File: config.mk
export PLATFORM = sky130hd
export DESIGN_NAME = uart_rx_controller_flat
export DESIGN_NICKNAME = d
export VERILOG_FILES = /design/src/rtl/uart_pkg.sv /design/src/rtl/uart_rx_controller_if.sv /design/src/rtl/uart_sync_fifo.sv /design/src/rtl/uart_rx_controller.sv /design/src/flat_wrapper.sv
export SDC_FILE = /design/constraint.sdc
export NUM_CORES = 1
export LEC_CHECK = 0
export CORE_MARGIN = 1
export CORE_UTILIZATION = 45
export CTS_CLUSTER_SIZE = 16
export DETAILED_ROUTE_END_ITERATION = 8
export PLACE_DENSITY = 0.69
export RECOVER_POWER = 25
export SLEW_MARGIN = 20
export SYNTH_ARGS = -nofsm -noshare
export SYNTH_HDL_FRONTEND = slang
export SYNTH_SLANG_ARGS = --single-unit
File: constraint.sdc
create_clock -name clk -period 4.91 [get_ports clk]
set_clock_uncertainty 0.2 [all_clocks]
set_input_delay 1.2275 -clock clk [delete_from_list [all_inputs] [get_ports clk]]
set_output_delay 1.2275 -clock clk [all_outputs]
set_load 0.01 [all_outputs]
File: src/rtl/uart_pkg.sv
// rtl/uart_pkg.sv - shared types, field layout and helpers for the UART receive controller
//
// Contents:
//   rx_state_e : controller FSM state encoding
//   cfg_t      : receiver configuration word {stop, parity[1:0], baud[1:0]}
//   cnt_t      : statistics counter type, CNT_W bits wide
//   sat_inc    : saturating increment for cnt_t
package uart_pkg;

    typedef enum logic [1:0] {
        ST_IDLE    = 2'd0,
        ST_CAPTURE = 2'd1,
        ST_CLEAR   = 2'd2
    } rx_state_e;

    localparam int CFG_W = 5;

    // Bit 4 = stop, bits 3:2 = parity, bits 1:0 = baud
    typedef struct packed {
        logic       stop;
        logic [1:0] parity;
        logic [1:0] baud;
    } cfg_t;

    localparam int CNT_W = 8;
    typedef logic [CNT_W-1:0] cnt_t;

    // Counters stick at all-ones rather than wrapping back to zero
    function automatic cnt_t sat_inc(input cnt_t v);
        return (v == '1) ? v : cnt_t'(v + 1'b1);
    endfunction

endpackage

File: src/rtl/uart_rx_controller_if.sv
// rtl/uart_rx_controller_if.sv - received-byte output stream (valid/ready handshake)
//
// Signals:
//   out_valid : FIFO head is valid
//   out_ready : consumer accepts the head
//   out_data  : head byte
//   out_perr  : parity-error tag of the head
// Modports: master (controller side), slave (consumer side)
interface uart_rx_controller_if;
    logic       out_valid;
    logic       out_ready;
    logic [7:0] out_data;
    logic       out_perr;

    modport master (output out_valid, output out_data, output out_perr, input out_ready);
    modport slave  (input out_valid, input out_data, input out_perr, output out_ready);
endinterface

File: src/rtl/uart_sync_fifo.sv
// rtl/uart_sync_fifo.sv - synchronous FIFO with a registered head word
//
// Ports:
//   clk, reset : clock, synchronous active-high reset
//   push_i     : write din_i (ignored when full without a simultaneous pop)
//   din_i      : write data
//   pop_i      : remove the head (ignored when empty)
//   dout_o     : head word, driven straight from a register
//   count_o    : occupancy, 0..DEPTH
module uart_sync_fifo #(
    parameter int WIDTH = 9,
    parameter int DEPTH = 4
) (
    input  logic                       clk,
    input  logic                       reset,
    input  logic                       push_i,
    input  logic [WIDTH-1:0]           din_i,
    input  logic                       pop_i,
    output logic [WIDTH-1:0]           dout_o,
    output logic [$clog2(DEPTH+1)-1:0] count_o
);
    localparam int PW = (DEPTH > 1) ? $clog2(DEPTH) : 1;
    localparam int CW = $clog2(DEPTH+1);

    logic [WIDTH-1:0] mem_q [DEPTH];
    logic [PW-1:0]    wr_ptr_q, rd_ptr_q, rd_nxt;
    logic [CW-1:0]    count_q, count_d;
    logic [WIDTH-1:0] head_q, head_d;
    logic             pop_ok, push_ok;

    assign pop_ok  = pop_i && (count_q != '0);
    assign push_ok = push_i && ((count_q != CW'(DEPTH)) || pop_ok);
    // Pointers are PW bits and DEPTH is a power of two, so +1 wraps on its own
    assign rd_nxt  = rd_ptr_q + 1'b1;

    // The head register always mirrors mem_q[rd_ptr_q] while non-empty; on a pop
    // it must be reloaded from the next slot, or from the incoming word if the
    // FIFO held only the outgoing entry.
    always_comb begin
        head_d = head_q;
        if (pop_ok) begin
            if (count_q > CW'(1)) begin
                head_d = mem_q[rd_nxt];
            end else if (push_ok) begin
                head_d = din_i;
            end
        end else if (push_ok && (count_q == '0)) begin
            head_d = din_i;
        end
    end

    always_comb begin
        count_d = count_q;
        case ({push_ok, pop_ok})
            2'b10:   count_d = count_q + 1'b1;
            2'b01:   count_d = count_q - 1'b1;
            default: count_d = count_q;
        endcase
    end

    always_ff @(posedge clk) begin
        if (push_ok) begin
            mem_q[wr_ptr_q] <= din_i;
        end
    end

    always_ff @(posedge clk) begin
        if (reset) begin
            wr_ptr_q <= '0;
            rd_ptr_q <= '0;
            count_q  <= '0;
            head_q   <= '0;
        end else begin
            if (push_ok) wr_ptr_q <= wr_ptr_q + 1'b1;
            if (pop_ok)  rd_ptr_q <= rd_nxt;
            count_q <= count_d;
            head_q  <= head_d;
        end
    end

    assign dout_o  = head_q;
    assign count_o = count_q;

endmodule

File: src/rtl/uart_rx_controller.sv
// rtl/uart_rx_controller.sv - UART receive controller: byte capture, flag handshake, config deferral, output FIFO
//
// Ports:
//   clk, reset            : clock, synchronous active-high reset
//   flag_data_received    : receiver byte-complete flag (level, held until cleared)
//   flag_parity_error     : receiver parity error for the current byte
//   rx_data               : receiver byte
//   clear_flag            : asks the receiver to drop its flags (high in CLEAR)
//   config_reg            : active receiver configuration {stop, parity, baud}
//   cfg_in, cfg_wr        : new configuration value and its one-cycle write strobe
//   out_if                : output stream of buffered bytes (valid/ready)
//   fifo_count            : FIFO occupancy
//   overrun_cnt, perr_cnt : saturating statistics counters
module uart_rx_controller
    import uart_pkg::*;
#(
    parameter int         FIFO_DEPTH = 4,
    parameter int         DROP_PERR  = 1,
    parameter logic [4:0] CFG_RESET  = 5'b00111
) (
    input  logic                        clk,
    input  logic                        reset,
    input  logic                        flag_data_received,
    input  logic                        flag_parity_error,
    input  logic [7:0]                  rx_data,
    output logic                        clear_flag,
    output logic [4:0]                  config_reg,
    input  logic [4:0]                  cfg_in,
    input  logic                        cfg_wr,
    uart_rx_controller_if.master        out_if,
    output logic [4:0]                  fifo_count,
    output logic [7:0]                  overrun_cnt,
    output logic [7:0]                  perr_cnt
);
    localparam int CW = $clog2(FIFO_DEPTH+1);

    rx_state_e state_q, state_d;

    cfg_t      cfg_q, cfg_d;
    cfg_t      pending_cfg_q, pending_cfg_d;
    logic      pending_q, pending_d;
    cnt_t      overrun_q, overrun_d;
    cnt_t      perr_q, perr_d;

    logic          capture, cfg_apply;
    logic          pop, push, fifo_full, drop_byte;
    logic [8:0]    fifo_head;
    logic [CW-1:0] fifo_cnt;

    // ---------------- FSM: state register ----------------
    always_ff @(posedge clk) begin
        if (reset) begin
            state_q <= ST_IDLE;
        end else begin
            state_q <= state_d;
        end
    end

    // ---------------- FSM: next state ----------------
    always_comb begin
        state_d = state_q;
        case (state_q)
            ST_IDLE:    if (flag_data_received)  state_d = ST_CAPTURE;
            ST_CAPTURE:                          state_d = ST_CLEAR;
            ST_CLEAR:   if (!flag_data_received) state_d = ST_IDLE;
            default:                             state_d = ST_IDLE;
        endcase
    end

    // ---------------- FSM: outputs ----------------
    always_comb begin
        clear_flag = (state_q == ST_CLEAR);
        capture    = (state_q == ST_CAPTURE);
        // A waiting byte wins over a pending config, so config only moves in a quiet IDLE
        cfg_apply  = (state_q == ST_IDLE) && !flag_data_received && pending_q;
    end

    // ---------------- datapath next state ----------------
    always_comb begin
        pop       = out_if.out_valid && out_if.out_ready;
        fifo_full = (fifo_cnt == CW'(FIFO_DEPTH));
        // Parity-dropped bytes never reach the FIFO, so they cannot overrun it
        drop_byte = capture && (DROP_PERR != 0) && flag_parity_error;
        push      = capture && !drop_byte && (!fifo_full || pop);

        overrun_d = overrun_q;
        if (capture && !drop_byte && fifo_full && !pop) begin
            overrun_d = sat_inc(overrun_q);
        end

        perr_d = perr_q;
        if (capture && flag_parity_error) begin
            perr_d = sat_inc(perr_q);
        end

        cfg_d = cfg_apply ? pending_cfg_q : cfg_q;

        // A strobe landing on the apply cycle becomes the next pending value
        pending_cfg_d = cfg_wr ? cfg_t'(cfg_in) : pending_cfg_q;
        pending_d     = cfg_wr ? 1'b1 : (cfg_apply ? 1'b0 : pending_q);
    end

    always_ff @(posedge clk) begin
        if (reset) begin
            cfg_q         <= cfg_t'(CFG_RESET);
            pending_cfg_q <= cfg_t'(CFG_RESET);
            pending_q     <= 1'b0;
            overrun_q     <= '0;
            perr_q        <= '0;
        end else begin
            cfg_q         <= cfg_d;
            pending_cfg_q <= pending_cfg_d;
            pending_q     <= pending_d;
            overrun_q     <= overrun_d;
            perr_q        <= perr_d;
        end
    end

    uart_sync_fifo #(
        .WIDTH (9),
        .DEPTH (FIFO_DEPTH)
    ) u_fifo (
        .clk     (clk),
        .reset   (reset),
        .push_i  (push),
        .din_i   ({flag_parity_error, rx_data}),
        .pop_i   (pop),
        .dout_o  (fifo_head),
        .count_o (fifo_cnt)
    );

    assign out_if.out_valid = (fifo_cnt != '0);
    assign out_if.out_data  = fifo_head[7:0];
    assign out_if.out_perr  = fifo_head[8];

    assign config_reg  = cfg_q;
    assign fifo_count  = 5'(fifo_cnt);
    assign overrun_cnt = overrun_q;
    assign perr_cnt    = perr_q;

endmodule

File: src/flat_wrapper.sv
// flat-port wrapper written by rule: the top's interface ports become plain ports
module uart_rx_controller_flat import uart_pkg::*;
#(
    parameter int         FIFO_DEPTH = 4,
    parameter int         DROP_PERR  = 1,
    parameter logic [4:0] CFG_RESET  = 5'b00111
)
  (clk, reset, flag_data_received, flag_parity_error, rx_data, clear_flag, config_reg, cfg_in, cfg_wr, fifo_count, overrun_cnt, perr_cnt, out_if_out_valid, out_if_out_data, out_if_out_perr, out_if_out_ready);
  uart_rx_controller_if out_if_i ();
  input  logic clk;
  input  logic reset;
  input  logic flag_data_received;
  input  logic flag_parity_error;
  input  logic [7:0] rx_data;
  output logic clear_flag;
  output logic [4:0] config_reg;
  input  logic [4:0] cfg_in;
  input  logic cfg_wr;
  output logic [4:0] fifo_count;
  output logic [7:0] overrun_cnt;
  output logic [7:0] perr_cnt;
  output wire logic [$bits(out_if_i.out_valid)-1:0] out_if_out_valid;
  output wire logic [$bits(out_if_i.out_data)-1:0] out_if_out_data;
  output wire logic [$bits(out_if_i.out_perr)-1:0] out_if_out_perr;
  input wire logic [$bits(out_if_i.out_ready)-1:0] out_if_out_ready;
  assign out_if_out_valid = out_if_i.out_valid;
  assign out_if_out_data = out_if_i.out_data;
  assign out_if_out_perr = out_if_i.out_perr;
  assign out_if_i.out_ready = out_if_out_ready;
  uart_rx_controller #(.FIFO_DEPTH(FIFO_DEPTH), .DROP_PERR(DROP_PERR), .CFG_RESET(CFG_RESET)) u_core (.clk(clk), .reset(reset), .flag_data_received(flag_data_received), .flag_parity_error(flag_parity_error), .rx_data(rx_data), .clear_flag(clear_flag), .config_reg(config_reg), .cfg_in(cfg_in), .cfg_wr(cfg_wr), .out_if(out_if_i), .fifo_count(fifo_count), .overrun_cnt(overrun_cnt), .perr_cnt(perr_cnt));
endmodule
==> flow_summary.toml <==
[drt]
antenna_left = 0
wl_per_cell_um = 15.5
vias_per_cell = 5.37
drt-total-wl_um = 6950
drt_first_iter_violations = 110
vias = 2404
drcViolationCount = 0
drt-pass1-iter-count = 5

[power]
p_per_area_mw_per_mm2 = 390
leakagePower_nw = 1.50
power.total_mw = 1.67
peakVddDrop_mv = 0.164

[floorplan]
dieArea_sq_mm = 0.00805
rows = 31
coreArea_sq_mm = 0.00733
fp.dieH_um = 89.7
start_util = 0.472
die_x_um = 89.7
pin_count = 56

[layout]
drive_gt1_frac = 0.0946
finish.utilization = 0.585
syn2layout_area_growth_pct = 24.0
fill_cells = 613
final_common_cell = "dfxtp_1"
fin_nets = 375
largest-register = "u_core.u_fifo.mem_q"
layout_common_cells = "dfxtp_1, clkdlybuf4s50_1, edfxtp_1, a21oi_1, mux2i_1"
antenna_cells = 0
largest_register_ffs = 36

[critical_path]
cpPeakStageDelay_ps = 620
crit_slowest_cell = "dlygate4sd3_1"
crit_arrival_ps = 3930
cp.required_ps = 4950
cp_max_fo = 10
reg2reg_depth = 9
crit_chain = "dlygate4sd3_1 > or3b_4 > and2b_1 > inv_1 > ha_1 > a211oi_2 > or2_2 > a21oi_1"
critPathLaunchType = "input port"
cp-end-kind = "register"
crit_type = "input port to register"

[synthesis]
async_flop_share = 0
yosys_warnings = 0
synth_edf_count = 36
avgSynthCellArea_sq_um = 12.0
ys_ff_latch = 81
seq_area_frac_synth = 0.573
netlist_instances = 289
synthTopCellsByArea = "edfxtp_1, dfxtp_1, mux4_2"
synth_ff_type = "dfxtp_1"
yosysTopAreaCellShare = 0.312
synth.largest_area_cell = "edfxtp_1"
ys_types = 46
synth_area_sq_mm = 0.00346

[sta]
min_period_ps = 3890
setup_tns_ps = 0
slew_viol_final = 0
setup_viol = 0
slew_headroom = 0.144
timing.final.crit_share = 0.793
rsz0062_at_grt = "no"
hold_viol = 0
tightestPinTransition_ps = 1280
max_freq_mhz = 257

[place]
hpwl_um = 4780
gp_congestion = 0.743
port_buffers = 53

[clock_network]
cts_sinks = 81
clock_latency_ps = 360
cts_tree = "yes"
cts_setup_buffers = 0
clk_pin_slew_ps = 80
cts_resized = 0
cts_buffers = 9
ctsLongestPathBuffers = 2
cts_hold_buf = 0
root_buffer = "clkbuf_8"
cts_htree_levels = 3

[global_route]
grt_pass1_wl_um = 11100
grt-ovfl-total = 0
grt_max_degree = 31
grt_pass1_vias = 2233
grt_use_total = 0.190
antenna_found_initial = 0

[run_status]
status = "finished clean"

[job]
drv_cap = 0

[worst_hold_path]
hold_path.class = "register to register"
min_path_cells = 2
-- power by group --
group / internal [mW] / leakage, nW / switching (mW)
clock: 0.256 / 0.105 / 0.256
sequential: 0.751 / 0.691 / 0.0560
combinational: 0.185 / 0.704 / 0.169
-- path summary, 6_finish.rpt --
path                       startpoint                       to  slack, ps
max                 flag_parity_error  u_core.u_fifo.dout_o[4]       1020
min              u_core.config_reg[4]     u_core.config_reg[4]        260
max reg2reg  u_core.u_fifo.count_o[0]  u_core.u_fifo.dout_o[4]       2040
min reg2reg      u_core.config_reg[4]     u_core.config_reg[4]        260
-- stage by stage --
step / hold slack [ps] / setup slack, ps / area [sq um] / instances
detailed placement: 253 / 762 / 4080 / 432
floorplan: 241 / 1040 / 3460 / 290
finish: 263 / 1020 / 4290 / 448
global route: 280 / 791 / 4290 / 448
global placement: 246 / 863 / 4080 / 432
CTS: 264 / 1130 / 4290 / 448
-- layout make-up --
| type | count | area, sq um | share of cell area |
|---|---|---|---|
| tap | 99 | 124 | 0.0289 |
| sequential | 81 | 1980 | 0.462 |
| inverter | 11 | 41.3 | 0.00962 |
| clock buffer | 10 | 138 | 0.0321 |
| timing repair buffer | 56 | 549 | 0.128 |
| multi-input combinational | 185 | 1380 | 0.322 |
| clock inverter | 6 | 75.1 | 0.0175 |
-- critical path: cells and delay by family --
kind            cells  cell delay [ps]
fa+ha+maj           1              250
simple gates        3             1100
compound gates      2              640
buf+inv             2              720
-- Yosys cell counts (4+ instances only) --
cell / number
a21oi_1: 23
and2_1: 4
clkbuf_1: 8
or3_1: 5
ha_1: 12
nand3_1: 15
dfxtp_1: 45
mux2i_1: 18
edfxtp_1: 36
o31ai_1: 12
nand2_1: 15
inv_1: 11
mux4_2: 9
o21ai_0: 7
xor2_1: 4
nor2_1: 17
nor3_1: 4
-- cell families (layout without fill, tap and decap cells) --
group | Yosys count | after routing | share of synthesized area
other | 1 | 2 | 0.00108
muxes | 27 | 27 | 0.111
buffers and inverters | 24 | 83 | 0.0307
AOI/OAI and AO/OA | 56 | 56 | 0.102
xor gates and xnor gates | 6 | 6 | 0.0152
adders and majority gates | 12 | 12 | 0.0434
and+or+nand+nor | 82 | 82 | 0.124
DFF | 81 | 81 | 0.573
-- per-layer routing --
metal | wire, um | track usage | vias up
met5 | 0 | 0 | -
met4 | 80 | 0.0779 | 0
met3 | 231 | 0.0420 | 7
met2 | 3300 | 0.293 | 50
met1 | 3340 | 0.260 | 1165
li1 | - | - | 1182
Power figures use the tool's default switching activity.
